--- src/rtl/arith_pkg.sv ---
// Opcode and FSM state encodings shared by the arithmetic unit and the control unit.
package arith_pkg;

   localparam logic [1:0] OP_ADD = 2'b00;
   localparam logic [1:0] OP_SUB = 2'b01;
   localparam logic [1:0] OP_DIV = 2'b10;
   localparam logic [1:0] OP_MUL = 2'b11;

   typedef enum logic [1:0] {
      IDLE = 2'b00,
      CALC = 2'b01,
      DONE = 2'b10
   } state_t;

endpackage

--- src/rtl/seq_muldiv_core.sv ---
// Iterative unsigned engine: shift-add multiply or restoring divide, one bit per cycle.
module seq_muldiv_core #(
   parameter int WIDTH = 8
) (
   input  logic             clk,
   input  logic             rst,
   input  logic             start,
   input  logic             is_div,
   input  logic [WIDTH-1:0] a,
   input  logic [WIDTH-1:0] b,
   output logic             done,
   output logic [WIDTH-1:0] hi,
   output logic [WIDTH-1:0] lo
);

   localparam int CNT_W = $clog2(WIDTH) + 1;

   logic             run_q, run_d;
   logic [CNT_W-1:0] cnt_q, cnt_d;
   logic             div_q;
   logic [WIDTH-1:0] hi_q, lo_q, b_q;
   logic [WIDTH:0]   mul_sum;
   logic [WIDTH+1:0] div_diff;
   logic [WIDTH-1:0] step_hi, step_lo;

   // hi_q holds the partial product high half (MUL) or running remainder (DIV);
   // lo_q holds the remaining multiplier bits (MUL) or dividend/quotient (DIV).
   always_comb begin
      mul_sum  = {1'b0, hi_q} + (lo_q[0] ? {1'b0, b_q} : {(WIDTH+1){1'b0}});
      div_diff = {1'b0, hi_q, lo_q[WIDTH-1]} - {2'b00, b_q};
      if (div_q) begin
         step_hi = div_diff[WIDTH+1] ? {hi_q[WIDTH-2:0], lo_q[WIDTH-1]} : div_diff[WIDTH-1:0];
         step_lo = {lo_q[WIDTH-2:0], ~div_diff[WIDTH+1]};
      end else begin
         step_hi = mul_sum[WIDTH:1];
         step_lo = {mul_sum[0], lo_q[WIDTH-1:1]};
      end
   end

   always_comb begin
      run_d = run_q;
      cnt_d = cnt_q;
      if (start) begin
         run_d = 1'b1;
         cnt_d = '0;
      end else if (run_q) begin
         cnt_d = cnt_q + 1'b1;
         if (cnt_q == CNT_W'(WIDTH - 1)) run_d = 1'b0;
      end
   end

   // done flags the final iteration; hi/lo carry that iteration's result so the
   // caller can register it on the same edge.
   assign done = run_q && (cnt_q == CNT_W'(WIDTH - 1));
   assign hi   = step_hi;
   assign lo   = step_lo;

   always_ff @(posedge clk or negedge rst) begin
      if (!rst) begin
         run_q <= 1'b0;
         cnt_q <= '0;
      end else begin
         run_q <= run_d;
         cnt_q <= cnt_d;
      end
   end

   always_ff @(posedge clk) begin
      if (start) begin
         hi_q  <= '0;
         lo_q  <= a;
         b_q   <= b;
         div_q <= is_div;
      end else if (run_q) begin
         hi_q  <= step_hi;
         lo_q  <= step_lo;
      end
   end

endmodule

--- src/rtl/seq_arith_unit.sv ---
// Handshaked ADD/SUB/DIV/MUL unit: 1-cycle ADD/SUB, WIDTH-cycle iterative MUL/DIV.
module seq_arith_unit
   import arith_pkg::*;
#(
   parameter int WIDTH = 8
) (
   input  logic             clk,
   input  logic             rst,
   input  logic             in_valid,
   output logic             in_ready,
   input  logic [1:0]       op,
   input  logic [WIDTH-1:0] a,
   input  logic [WIDTH-1:0] b,
   output logic             out_valid,
   input  logic             out_ready,
   output logic [WIDTH-1:0] result_lo,
   output logic [WIDTH-1:0] result_hi,
   output logic             carry,
   output logic             zero,
   output logic             dbz,
   output logic             busy
);

   state_t           state_q, state_d;
   logic [WIDTH-1:0] lo_q, lo_d, hi_q, hi_d;
   logic             carry_q, carry_d, zero_q, zero_d, dbz_q, dbz_d;
   logic             accept, b_is_zero, core_start, core_done;
   logic [WIDTH-1:0] core_hi, core_lo;
   logic [WIDTH:0]   add_full, sub_full;

   assign accept     = in_valid && (state_q == IDLE);
   assign b_is_zero  = (b == '0);
   assign core_start = accept && ((op == OP_MUL) || ((op == OP_DIV) && !b_is_zero));
   assign add_full   = {1'b0, a} + {1'b0, b};
   assign sub_full   = {1'b0, a} - {1'b0, b};

   seq_muldiv_core #(.WIDTH(WIDTH)) u_core (
      .clk    (clk),
      .rst    (rst),
      .start  (core_start),
      .is_div (op == OP_DIV),
      .a      (a),
      .b      (b),
      .done   (core_done),
      .hi     (core_hi),
      .lo     (core_lo)
   );

   always_comb begin
      state_d = state_q;
      lo_d    = lo_q;
      hi_d    = hi_q;
      carry_d = carry_q;
      zero_d  = zero_q;
      dbz_d   = dbz_q;
      case (state_q)
         IDLE: begin
            if (accept) begin
               case (op)
                  OP_ADD: begin
                     lo_d    = add_full[WIDTH-1:0];
                     hi_d    = '0;
                     carry_d = add_full[WIDTH];
                     zero_d  = (add_full[WIDTH-1:0] == '0);
                     state_d = DONE;
                  end
                  OP_SUB: begin
                     lo_d    = sub_full[WIDTH-1:0];
                     hi_d    = '0;
                     carry_d = sub_full[WIDTH];
                     zero_d  = (sub_full[WIDTH-1:0] == '0);
                     state_d = DONE;
                  end
                  OP_DIV: begin
                     if (b_is_zero) begin
                        lo_d    = '1;
                        hi_d    = a;
                        carry_d = 1'b0;
                        zero_d  = 1'b0;
                        dbz_d   = 1'b1;
                        state_d = DONE;
                     end else begin
                        state_d = CALC;
                     end
                  end
                  default: state_d = CALC;
               endcase
            end
         end
         CALC: begin
            if (core_done) begin
               lo_d    = core_lo;
               hi_d    = core_hi;
               carry_d = 1'b0;
               zero_d  = ({core_hi, core_lo} == '0);
               dbz_d   = 1'b0;
               state_d = DONE;
            end
         end
         DONE: begin
            // Result and flags are only meaningful while out_valid is high.
            if (out_ready) begin
               lo_d    = '0;
               hi_d    = '0;
               carry_d = 1'b0;
               zero_d  = 1'b0;
               dbz_d   = 1'b0;
               state_d = IDLE;
            end
         end
         default: state_d = IDLE;
      endcase
   end

   always_ff @(posedge clk or negedge rst) begin
      if (!rst) begin
         state_q <= IDLE;
         lo_q    <= '0;
         hi_q    <= '0;
         carry_q <= 1'b0;
         zero_q  <= 1'b0;
         dbz_q   <= 1'b0;
      end else begin
         state_q <= state_d;
         lo_q    <= lo_d;
         hi_q    <= hi_d;
         carry_q <= carry_d;
         zero_q  <= zero_d;
         dbz_q   <= dbz_d;
      end
   end

   assign in_ready  = (state_q == IDLE);
   assign out_valid = (state_q == DONE);
   assign busy      = (state_q != IDLE);
   assign result_lo = lo_q;
   assign result_hi = hi_q;
   assign carry     = carry_q;
   assign zero      = zero_q;
   assign dbz       = dbz_q;

endmodule

--- config.mk ---
export PLATFORM = sky130hd
export DESIGN_NAME = seq_arith_unit
export DESIGN_NICKNAME = d
export VERILOG_FILES = /design/src/rtl/arith_pkg.sv /design/src/rtl/seq_muldiv_core.sv /design/src/rtl/seq_arith_unit.sv
export SDC_FILE = /design/constraint.sdc
export NUM_CORES = 1
export LEC_CHECK = 0
export CAP_MARGIN = 25
export CORE_MARGIN = 1.5
export CORE_UTILIZATION = 45
export DETAILED_ROUTE_END_ITERATION = 8
export GPL_ROUTABILITY_DRIVEN = 0
export PLACE_DENSITY = 0.66
export SETUP_SLACK_MARGIN = 0.2
export SLEW_MARGIN = 20
export SYNTH_ARGS = -nofsm -noshare
export SYNTH_HDL_FRONTEND = slang
export SYNTH_SLANG_ARGS = --single-unit
--- constraint.sdc ---
create_clock -name clk -period 3.61 [get_ports clk]
set_input_delay 0.5415 -clock clk [delete_from_list [all_inputs] [get_ports clk]]
set_output_delay 0.5415 -clock clk [all_outputs]
set_load 0.1 [all_outputs]
After elaboration in Yosys (flattened, before gate mapping). Cells that the tools add are included. Widths: inputs -> output; s select.

Bits in latches: 0. Register bits: 51. Bits in writable memories: 0. Memories kept: 0. Memory bits (read-only): 0. Output and inout port bits: 22.

Divide/modulo/power cells: 0. Bitwise operators: 1. Multipliers: 0. Mux-type cells: 42. $lt $le $gt $ge: 0. Reduce and logical (&&, ||, !) cells: 20. Eq/ne operators: 14. Shift-type cells: 0. Add/subtract/negate cells: 5.

Operators by type and width (count): $mux 8 (13); $pmux 8 s3 (3); $logic_not 8->1 (3); $reduce_and 6->1 (3); $logic_not 16->1 (1); $pmux 8 s2 (1); $pmux 1 s3 (5); $mux 1 (12); $sub 9x8->10 (1); $add 8x8->9 (1); $add 8x9->9 (1); $sub 8x8->9 (1); $mux 2 (4); $mux 4 (2); $ne 2x1->1 const B (4); $eq 2x2->1 const B (3); $pmux 2 s3 (1); $add 4x1->4 const B (1); $eq 2x1->1 const B (2); $eq 4x3->1 const B (1); $logic_and 1x1->1 (4); $logic_not 2->1 (2); $ne 4x1->1 const B (1); $pmux 2 s2 (1); other kinds (10) (11).

Longest topological paths before layout.
Depth in word-level cells: 6. Gate-level depth with buffers: 12.

Cells and area by module. Synthesis repeated with hierarchy kept, for this count alone.

Cell total of the unflattened synthesis: 497. Area total of the unflattened synthesis: 4384.2 µm².

Modules (own cells, without submodules): seq_muldiv_core (cells each 241, times used 1, area an instance 2314.7 µm²); seq_arith_unit (cells each 256, times used 1, area an instance 2069.5 µm²).

Worst setup path after synthesis. No wires, ideal clock.

Path type: register -> register. Start: register state_q[0]. End: register u_core.b_q[0], enable pin. Buffers on the path: 2. Path slack: -0.130 ns. Setup time: 0.377 ns. Arrival time: 3.363 ns. Required time: 3.233 ns. Stages on the path, launching flop included: 8. Cell sequence: dfrtp_1 -> inv_1 -> ha_1 -> inv_1 -> or3_1 -> clkbuf_1 -> inv_1 -> clkbuf_1.

Word-level cells in the longest chain between the ends: 3.

Ends and longest elaborated chain: start: declaration (line seq_arith_unit.sv:24) `state_t state_q, state_d;`; start signal: assignment (line seq_arith_unit.sv:124) `state_q <= state_d;`; $logic_not 2->1; net in_ready (line seq_arith_unit.sv:10) `output logic in_ready,`; $logic_and 1x1->1 (line seq_arith_unit.sv:31) `assign accept = in_valid && (state_q == IDLE);`; $logic_and 1x1->1 (line seq_arith_unit.sv:33) `assign core_start = accept && ((op == OP_MUL) || ((op == OP_DIV) && !b_is_zero));`; net core_start (line seq_arith_unit.sv:27) `logic accept, b_is_zero, core_start, core_done;`; end signal: assignment (line seq_muldiv_core.sv:72) `b_q <= b;`; end: declaration (line seq_muldiv_core.sv:21) `logic [WIDTH-1:0] hi_q, lo_q, b_q;`.

The timed path passes the listed nets, and every way through them passes these cells. A chain may end at the register's enable or synchronous reset.

Worst setup path in the final report.
Start: input a[0]. End: register zero_q, in the netlist zero.

Word-level cells in the longest chain between the ends: 5. Elaborated cells on any way between the ends: 7. Classes of those cells: add/sub: 2; mux: 3; reduce/logical: 2.

Ends and longest elaborated chain: start: declaration (line seq_arith_unit.sv:12) `input logic [WIDTH-1:0] a,`; $sub 8x8->9 or $add 8x8->9 (tied branches) (line seq_arith_unit.sv:35, seq_arith_unit.sv:34); $logic_not 8->1, on equally long branches (line seq_arith_unit.sv:71, seq_arith_unit.sv:64); $pmux 1 s3 * (line seq_arith_unit.sv:59) `case (op)`; $mux 1 * (line seq_arith_unit.sv:58) `if (accept) begin`; $pmux 1 s3 * (line seq_arith_unit.sv:56) `case (state_q)`; end signal: assignment (line seq_arith_unit.sv:128) `zero_q <= zero_d;`; end: declaration (line seq_arith_unit.sv:26) `logic carry_q, carry_d, zero_q, zero_d, dbz_q, dbz_d;`.

Mark *: on every way between the ends. The rest lies on a longest branch, timed or not. The select of a mux whose other input is x is not followed.

==> results.yml <==
sta:
  hold_slack_ns: 0.494
  skew_ns: 0.0121
  final-hold-violation-count: 0
  tightest_slew_ns: 0.967
  slew_violations: 0
  layout_min_cycle_time_ns: 3.20
  setup_violations: 0
  setup_tns_ns: 0
  rsz0062_at_grt: "no"
  fmax_ghz: 0.312
  relSlewSlack_pct: 35.3
  fin_crit_sh_pct: 88.8
cts:
  clockBufferDepth: 2
  h-tree-depth: 2
  cts_hold_buf: 0
  cts_tree: "done"
  clk_latency_ns: 0.32
  cts_buffers: 5
  clk_pin_slew_ns: 0.11
  cts.sinks: 51
  cts_root_buf: "clkbuf_8"
die:
  core_mm2: 0.00876
  fp.dieH_um: 98.3
  dieArea_mm2: 0.00966
  io_pins: 44
  die_w_um: 98.3
  row_count: 34
  initial_core_util_pct: 46.6
global_routing:
  grtUsageTotal_pct: 23.5
  grt_max_degree: 36
  grt_pass1_wl_um: 18100
  grt_overflow: 0
  grt_pass1_vias: 3561
  antenna_found_initial: 0
logic_synthesis:
  synth_area_mm2: 0.00409
  yosys_warnings: 0
  seq_area_frac_synth_pct: 32.3
  yosysUniqueCellTypes: 66
  ys_seq_elements: 51
  async_flop_share_pct: 51.0
  synth_edf_count: 17
  synth_nets: 540
  synth_area_per_cell_um2: 8.66
  synthCells: 472
  yosys_most_used_dff: "dfrtp_1"
power_and_ir_drop:
  leakagePower_nw: 2.13
  p_per_area_mw_per_mm2: 902
  peakVddDrop_uv: 440
  total_power_mw: 4.36
worst_hold_path:
  hold_path_class: "flip-flop to flip-flop"
layout:
  multi_input_area_mm2: 0.00252
  diodes: 0
  final_cell_mix: "53 x nor2_1, 41 x inv_1, 41 x ha_1, 41 x clkdlybuf4s50_1, 37 x a21oi_1"
  ff_latch_area_mm2: 0.00132
  final_layout_size_suffix_gt1_share_pct: 8.75
  area_delta_synth_final_pct: 18.2
  nNetsFinal: 593
  layout_commonest_cell: "nor2_1"
  fill_cells: 795
routing:
  top_layer: "met4"
  wl_met2_um: 4710
  first_pass_iters: 5
  routed_via_density: 5.85
  via_count: 3708
  drc: 0
  wl_per_cell_um: 17.4
  wl_met3_um: 729
  wl_um: 11000
  drt_iter0_markers: 417
  ant_nets: 0
  wl_met1_um: 5270
worst_setup_path:
  worstPathMaxFanout: 2
  crit_path_end_kind: "flip-flop"
  cp-start-kind: "input port"
  critPathRequiredTime_ns: 3.87
  crit_arrival_ns: 3.47
  crit_type: "input port to flip-flop"
flow_run:
  max-cap-violations: 0
placement:
  dp_hpwl_um: 8780
  io_buffer_count: 43
status:
  status: "completed"
[final timing paths]
kind / cells after the start / to / slack (ns) / startpoint
min reg2reg: 2 / result_lo[0] / 0.49 / result_lo[0]
max reg2reg: 11 / zero / 0.44 / u_core.b_q[3]
max: 11 / zero / 0.41 / a[0]
min in group asynchronous: 2 / result_lo[0] / 0.57 / rst
min: 2 / result_lo[0] / 0.49 / result_lo[0]
max in group asynchronous: 2 / result_hi[2] / 2.77 / rst
[through the flow]
stage | cells | setup slack, ns | cell area (um^2) | utilization [%]
after global routing | 634 | 0.252 | 4830 | 55.1
after global placement | 626 | 0.137 | 4730 | 54.0
final | 634 | 0.406 | 4830 | 55.1
after detailed placement | 626 | 0.0775 | 4730 | 54.0
after CTS | 634 | 0.386 | 4830 | 55.1
after floorplan | 472 | 0.355 | 4090 | -
[kinds of logic after synthesis]
| family | synth area share (%) |
|---|---|
| AOI/OAI and AO/OA | 22.1 |
| muxes | 4.01 |
| and+or+nand+nor | 16.8 |
| DFF | 32.3 |
| xor gates and xnor gates | 3.86 |
| buffers and inverters | 6.12 |
| adders and majority gates | 14.8 |
[Yosys cell counts (7+ instances only)]
| cell | number | area, um^2 |
|---|---|---|
| xnor2_1 | 11 | 96.3 |
| nand2b_1 | 10 | 62.6 |
| and2_1 | 8 | 50.1 |
| xor2_1 | 7 | 61.3 |
| mux2i_1 | 13 | 130 |
| a21oi_1 | 37 | 185 |
| nand2_1 | 28 | 105 |
| clkbuf_1 | 16 | 60.1 |
| nand3_1 | 10 | 50.1 |
| edfxtp_1 | 17 | 510 |
| dfxtp_1 | 8 | 160 |
| nor2_1 | 54 | 203 |
| inv_1 | 41 | 154 |
| o21ai_0 | 35 | 175 |
| a211oi_1 | 13 | 97.6 |
| ha_1 | 42 | 526 |
| dfrtp_1 | 26 | 651 |
[final cells by class]
cell class	instances	share of cell area (%)
Multi-Input combinational cell	359	52.2
Sequential cell	51	27.3
Timing Repair Buffer	67	12.5
Inverter	41	3.18
Tap cell	108	2.80
Clock buffer	5	1.42
Clock inverter	3	0.544
[state kept, by name (all words and copies together) (netlist names)]
name,cells
result_lo,8
u_core.lo_q,8
u_core.hi_q,8
u_core.cnt_q,4
carry,1
state_q,2
u_core.div_q,1
u_core.b_q,8
u_core.run_q,1
result_hi,8
zero,1
dbz,1
[report_power, final]
part | total, mW | internal (mW) | switching (mW)
Combinational | 2.94 | 1.01 | 1.94
Clock | 0.362 | 0.143 | 0.218
Sequential | 1.05 | 0.860 | 0.192
Total | 4.36 | 2.01 | 2.35
[routing by layer]
layer	vias to the layer above	GRT usage (%)
met5	-	0
met2	140	35.1
li1	1790	-
met4	0	8.02
met1	1749	34.9
met3	29	3.08
[critical path, cell delays in order]
cell	delay, ns
clkdlybuf4s50_1	0.42
inv_1	0.09
ha_1	0.17
inv_1	0.05
fa_1	0.39
xor2_1	0.17
or4b_1	0.50
or3_1	0.33
or4_1	0.49
a211oi_2	0.19
a211o_1	0.12
[repair_timing]
item | CTS | global route
buffers inserted | 0 | 0
setup endpoints to repair | 0 | 1
resized for setup | 0 | 1
Note: power is estimated with default switching activity, not from simulation.
